File: src/rtl/lfsr_pkg.sv
// lfsr_pkg: types and helpers shared by the XNOR LFSR generator and checker.
//   lfsr_chk_state_t : checker FSM state encoding (HUNT=0, VERIFY=1, LOCKED=2)
//   lfsr_tap_mask    : mask contribution of one 1-based tap field
//   lfsr_next        : next XNOR LFSR state word for a given width
// Helpers work on a maximum-width word; callers zero-extend their operands and
// truncate the result back to their own WIDTH.
package lfsr_pkg;

  localparam int unsigned LfsrMaxWidth = 168;

  typedef logic [LfsrMaxWidth-1:0] lfsr_word_t;

  typedef enum logic [1:0] {
    HUNT   = 2'd0,
    VERIFY = 2'd1,
    LOCKED = 2'd2
  } lfsr_chk_state_t;

  // Mask bits contributed by one tap field. Callers OR this over all fields.
  // Zero selects nothing; positions beyond the LFSR width are ignored.
  function automatic lfsr_word_t lfsr_tap_mask(input lfsr_word_t  tap,
                                               input int unsigned width);
    lfsr_word_t m;
    m = '0;
    if ((tap != '0) && (tap <= lfsr_word_t'(width))) begin
      m = lfsr_word_t'(1) << (tap - lfsr_word_t'(1));
    end
    return m;
  endfunction

  // Shift left, insert XNOR of the tapped bits at bit 0, keep the low width bits.
  function automatic lfsr_word_t lfsr_next(input lfsr_word_t  prev,
                                           input lfsr_word_t  mask,
                                           input int unsigned width);
    lfsr_word_t keep;
    logic       fb;
    // For width == LfsrMaxWidth the shift yields zero, so keep becomes all-ones.
    keep = (lfsr_word_t'(1) << width) - lfsr_word_t'(1);
    fb   = ~^(prev & mask);
    return ((prev << 1) | lfsr_word_t'(fb)) & keep;
  endfunction

endpackage

File: src/rtl/lfsr_predict.sv
// lfsr_predict: combinational next-word predictor for the XNOR LFSR.
// Shared by generator and checker so both ends agree bit-for-bit.
//   i_taps : TAP_COUNT fields of WIDTH bits, 1-based tap positions, 0 = unused
//   i_prev : current LFSR state word
//   o_next : predicted next LFSR state word
module lfsr_predict
  import lfsr_pkg::*;
#(
  parameter int unsigned WIDTH     = 8,
  parameter int unsigned TAP_COUNT = 4
) (
  input  logic [TAP_COUNT*WIDTH-1:0] i_taps,
  input  logic [WIDTH-1:0]           i_prev,
  output logic [WIDTH-1:0]           o_next
);

  lfsr_word_t w_mask;
  lfsr_word_t w_next;

  always_comb begin
    w_mask = '0;
    for (int unsigned k = 0; k < TAP_COUNT; k++) begin
      w_mask = w_mask | lfsr_tap_mask(lfsr_word_t'(i_taps[k*WIDTH +: WIDTH]), WIDTH);
    end
    w_next = lfsr_next(lfsr_word_t'(i_prev), w_mask, WIDTH);
  end

  assign o_next = WIDTH'(w_next);

endmodule

File: config.mk
export PLATFORM = sky130hd
export DESIGN_NAME = lfsr_predict
export DESIGN_NICKNAME = d
export VERILOG_FILES = /design/src/rtl/lfsr_pkg.sv /design/src/rtl/lfsr_predict.sv
export SDC_FILE = /design/constraint.sdc
export NUM_CORES = 1
export LEC_CHECK = 0
export CORE_ASPECT_RATIO = 1.25
export CORE_MARGIN = 3
export CORE_UTILIZATION = 40
export DETAILED_ROUTE_END_ITERATION = 8
export GPL_ROUTABILITY_DRIVEN = 0
export GPL_TIMING_DRIVEN = 0
export MAX_ROUTING_LAYER = met4
export PLACE_DENSITY = 0.81
export SLEW_MARGIN = 20
export SYNTH_ARGS = -nofsm -noshare
export SYNTH_HDL_FRONTEND = slang
export SYNTH_SLANG_ARGS = --single-unit
export TNS_END_PERCENT = 30
File: constraint.sdc
create_clock -name vclk -period 3.3
set_input_delay 0.66 -clock vclk [all_inputs]
set_output_delay 0.66 -clock vclk [all_outputs]
set_load 0.005 [all_outputs]
==> results of run 1 <==
## power groups by stage
| stage | Combinational (mW) | Sequential (mW) | Clock (mW) |
|---|---|---|---|
| after floorplan | 0.0647 | 0 | 0 |
| after global placement | 0.140 | 0 | 0 |
| after detailed placement | 0.146 | 0 | 0 |
| after CTS | 0.179 | 0 | 0 |
| after global routing | 0.242 | 0 | 0 |
| final | 0.233 | 0 | 0 |
## what timing repair did
item | 4_1_cts | 5_1_grt
buffers inserted | 14 | 14
resized for setup | 140 | 63
pin swaps | 34 | 34
setup endpoints to repair | 1 | 1
## cells by family (layout without fill, tap and decap cells)
group	count (synthesis)	count (layout)	synth area share, %
XOR/XNOR	7	7	7.79
multiplexers	1	1	0.945
adder cells (fa/ha/maj)	8	8	9.45
AND/OR/NAND/NOR	74	74	45.6
buffers and inverters	21	95	10.5
AO/OA/AOI/OAI	30	30	25.7
## synth_stat cells, types with 3 or more instances
| master | instances | area share, % |
|---|---|---|
| nor2_1 | 9 | 3.2 |
| nor4b_1 | 4 | 3.3 |
| xnor2_1 | 4 | 3.3 |
| ha_1 | 8 | 9.4 |
| o31ai_1 | 4 | 2.8 |
| inv_1 | 9 | 3.2 |
| nor3_1 | 16 | 7.6 |
| nor4_1 | 4 | 2.4 |
| o31ai_2 | 3 | 3.5 |
| nand2_1 | 8 | 2.8 |
| buf_4 | 8 | 5.7 |
| a22oi_1 | 4 | 2.8 |
| nor3b_1 | 5 | 3.5 |
## through the flow
| step | power (mW) | instance area, um^2 | hold WS [ns] | utilization (%) | worst slack [ns] |
|---|---|---|---|---|---|
| after CTS | 0.179 | 1930 | 2.19 | 77.8 | -0.141 |
| after floorplan | 0.0647 | 1060 | 1.40 | - | 0.000207 |
| final | 0.233 | 2250 | 2.17 | 90.9 | -0.272 |
| after global routing | 0.242 | 2250 | 2.20 | 90.9 | -0.347 |
| after detailed placement | 0.146 | 1560 | 2.32 | 63.1 | -1.17 |
| after global placement | 0.140 | 1560 | 2.31 | 63.1 | -1.06 |
## worst max-delay path, cell delays in order
cell and delay [ns]:
buf_8 0.08, inv_4 0.03, ha_4 0.14, buf_4 0.14
buf_4 0.14, nor3_1 0.25, a22oi_1 0.13, o21ai_2 0.24
a22oi_1 0.12, a31oi_1 0.21, xnor2_1 0.18, xnor3_1 0.44
buf_2 0.14
## routing by layer
layer	share of wire, %	wire length, um
met1	33	1850
met5	0	0
met3	5.9	331
met4	6.4	358
met2	55	3090
## final timing paths
path	from	end	slack (ns)
worst max-delay path	i_taps[17]	o_next[0]	-0.27
worst min-delay path	i_taps[24]	o_next[0]	2.17
## cell type report
| class | instances | area (um^2) |
|---|---|---|
| Fill cell | 94 | 226 |
| Tap cell | 33 | 41.3 |
| Timing Repair Buffer | 74 | 658 |
| Multi-Input combinational cell | 120 | 1390 |
| Inverter | 11 | 68.8 |
| Buffer | 10 | 88.8 |
==> results.json, run 1 <==
{
  "maxCapViolations": 0,
  "pwr-share-seq_pct": 0,
  "wirelength_mm": 5.63,
  "avgSynthCellArea_um2": 7.52,
  "end_kind": "output pin",
  "stdcell_count": 248,
  "crit_type": "in2out",
  "fin_nets": 265,
  "place_inst": 220,
  "p_int_uw": 116,
  "core-area_um2": 2480,
  "finalHoldViolCount": 0,
  "crit_fanout": 4,
  "via_per_inst": 6.40,
  "start_util_pct": 42.8,
  "register_area_um2": 0,
  "slew-limit-headroom_pct": 69.2,
  "max_slew.worst_pin.slew_ns": 0.456,
  "hold_class": "in2out",
  "flops_and_latches": 0,
  "grt_pass1_vias": 1385,
  "ys_seq_area_share_pct": 0,
  "yosysWarnings": 0,
  "rows": 20,
  "syn_nets": 189,
  "grt-busiest-layer": "met2",
  "io_buffers": 46,
  "synth.distinct_cells": 51,
  "layout_commonest_cell": "buf_4",
  "p_clk_share_pct": 0,
  "antenna_found_initial": 0,
  "setup_viol": 1,
  "fin_crit_sh_pct": 108,
  "max_freq_mhz": 280,
  "grt_pass1_wl_mm": 5.79,
  "die_w_um": 52.0,
  "syn_to_final_growth_pct": 112,
  "vias": 1588,
  "num_antenna_cells": 0,
  "use_met2_pct": 44.8,
  "setup_slack_ns": -0.272,
  "route.detailed.wl_per_inst_um": 22.7,
  "power.density_nw_per_um2": 103,
  "met3_usage_pct": 1.42,
  "drt_first_pass_iters": 4,
  "grt_overflow_total": 0,
  "ctsHoldBuffers": 0,
  "worstHoldPathCells": 6,
  "drc_errors": 0,
  "worstPathRequired_ns": 2.64,
  "num-clock-buffers": 0,
  "netlist_instances": 141,
  "failed_checks": "negative setup slack",
  "dp_hpwl_mm": 2.61,
  "io_pins": 48,
  "grt_max_degree": 9,
  "use_met1_pct": 22.0,
  "leakage_nw": 0.842,
  "drtIter0Drc": 118,
  "swShare_pct": 50.1,
  "fin_crit_ns": 3.57,
  "combPwrFrac_pct": 100.0,
  "rsz0062_at_grt": "true",
  "drive_gt1_share_pct": 61.4,
  "layout_common_cells": "buf_4, clkdlybuf4s50_1, dlygate4sd2_1",
  "worstPathArrival_ns": 2.91,
  "setup_tns_ns": -0.272,
  "ant_nets": 0,
  "syn_area_um2": 1060,
  "ir_drop_mv": 0.0872,
  "p_sw_uw": 117,
  "status": "complete, but fails checks",
  "die_area_um2": 3310,
  "die_h_um": 63.6,
  "maxSlewViolCount": 0,
  "track_usage_pct": 22.0,
  "cp-start-kind": "input port"
}
Power figures use the tool's default switching activity.
==> inputs of run 2 (changes only) <==
- SETUP_SLACK_MARGIN: default -> 0.1
==> run 2 against run 1 <==
  * Power fell by 6.0%
  * Flip-flop and latch count stayed put
  * Combinational power fell by 6%
  * Via count decreased by 4.0%
  * Global-route usage grew 3.1 points
  * First-iteration DRC count decreased by 33%
  * Clock-buffer cell count unchanged
  * Hold slack lost 0.0031 ns
  * The flow still finishes with violations (negative setup slack)
  * Wire length down 14%
  * Final area down 2.6%
  * Largest power group unchanged
==> results.json, run 2 (synthesis results as in run 1) <==
{
  "grt_pass1_wl_mm": 6.50,
  "max_slew.worst_pin.slew_ns": 0.413,
  "drc_errors": 0,
  "rsz0062_at_grt": "true",
  "cp-start-kind": "input port",
  "fin_crit_ns": 3.48,
  "cp.depth": 10,
  "maxSlewViolCount": 0,
  "start_util_pct": 42.8,
  "setup_slack_ns": -0.180,
  "wirelength_mm": 4.85,
  "ant_nets": 0,
  "power.density_nw_per_um2": 99.7,
  "hold_class": "in2out",
  "register_area_um2": 0,
  "layout_common_cells": "buf_4, clkdlybuf4s50_1, nor3_1, dlygate4sd2_1",
  "crit_fanout": 5,
  "ir_drop_mv": 0.0951,
  "crit_type": "in2out",
  "placed_cell_area_um2": 1590,
  "core-area_um2": 2480,
  "grt_max_degree": 9,
  "drtIter0Drc": 79,
  "max_stage_delay_ns": 0.32,
  "die_area_um2": 3310,
  "num-clock-buffers": 0,
  "post-route-util_pct": 88.5,
  "status": "complete, but fails checks",
  "ctsHoldBuffers": 0,
  "syn_to_final_growth_pct": 107,
  "final_area_um2": 2190,
  "hold_path.startpoint": "i_taps[24]",
  "end_kind": "output pin",
  "via_per_inst": 6.15,
  "worstPathArrival_ns": 2.82,
  "fillers": 106,
  "dp_hpwl_mm": 2.68,
  "leakage_nw": 0.823,
  "io_buffers": 46,
  "vias": 1524,
  "fin_nets": 265,
  "finalHoldViolCount": 0,
  "maxCapViolations": 0,
  "grt_overflow_total": 0,
  "route.detailed.wl_per_inst_um": 19.6,
  "flops_and_latches": 0,
  "cp.buffers_inverters": 3,
  "track_usage_pct": 25.2,
  "io_pins": 48,
  "failed_checks": "negative setup slack",
  "crit_chain": "dlygate4sd2_1, nor3_2, a41oi_2, buf_4, nor4_4, o31ai_2, xnor2_1, xnor2_2, xnor3_1, buf_2",
  "worstSetupStartpoint": "i_taps[2]",
  "fin_crit_sh_pct": 105,
  "num_antenna_cells": 0,
  "grt_pass1_vias": 1501,
  "drive_gt1_share_pct": 60.5,
  "cp_top_family": "XOR/XNOR gates",
  "die_h_um": 63.6,
  "place_ws_ns": -1.14,
  "antenna_found_initial": 0,
  "drt_first_pass_iters": 4,
  "worstPathRequired_ns": 2.64,
  "max_freq_mhz": 287,
  "die_w_um": 52.0,
  "slew-limit-headroom_pct": 72.4,
  "layout_commonest_cell": "buf_4",
  "worstHoldPathCells": 6,
  "rows": 20,
  "finalPower_uw": 219,
  "slowest_stage": "xnor3_1",
  "setup_viol": 1
}
[run 2: changes by cell type in the layout (fill, tap and decap cells not counted), moves of 3 or more]
cell,change
nor3_1,+3
inv_2,+3
buf_4,+3
buf_6,-3
[run 2: cell type report]
class	count	area (um^2)	area share (%)
Buffer	10	92.6	4.22
Timing Repair Buffer	74	631	28.8
Multi-Input combinational cell	120	1380	62.7
Tap cell	33	41.3	1.88
Inverter	11	53.8	2.45
[run 2: path summary, 6_finish.rpt]
check,to
worst max-delay path,o_next[0]
worst min-delay path,o_next[0]
[run 2: repair_timing]
action,CTS,global route
gates resized for setup,141,36
buffers inserted,18,10
endpoints found under the setup margin,1,1
pin swaps,32,30
[run 2: power breakdown]
group / switching [mW] / internal [mW]
registers: 0 / 0
logic: 0.108 / 0.110
clock network: 0 / 0
total: 0.108 / 0.110
[run 2: metal layers]
layer  vias to the layer above  share of wire, %  global-route usage, %
met5                         -                 0                      -
li1                        696                 -                      -
met3                        18               4.8                   1.42
met2                        69                55                   49.8
met4                         0               3.7                   7.87
met1                       741                36                   24.7
[run 2: worst min-delay path: stages]
cell and delay (ns):
clkbuf_4 0.18, nor3_2 0.07, o31ai_2 0.20, xnor2_1 0.14, xnor3_1 0.14, buf_2 0.11
[run 2: metrics by stage]
stage                     setup TNS [ns]  hold slack (ns)  cells
after floorplan                        0             1.40    141
final                             -0.180             2.16    248
after detailed placement           -1.14             2.32    220
after global placement             -1.10             2.32    220
after global routing              -0.305             2.19    248
after CTS                         -0.144             2.11    238
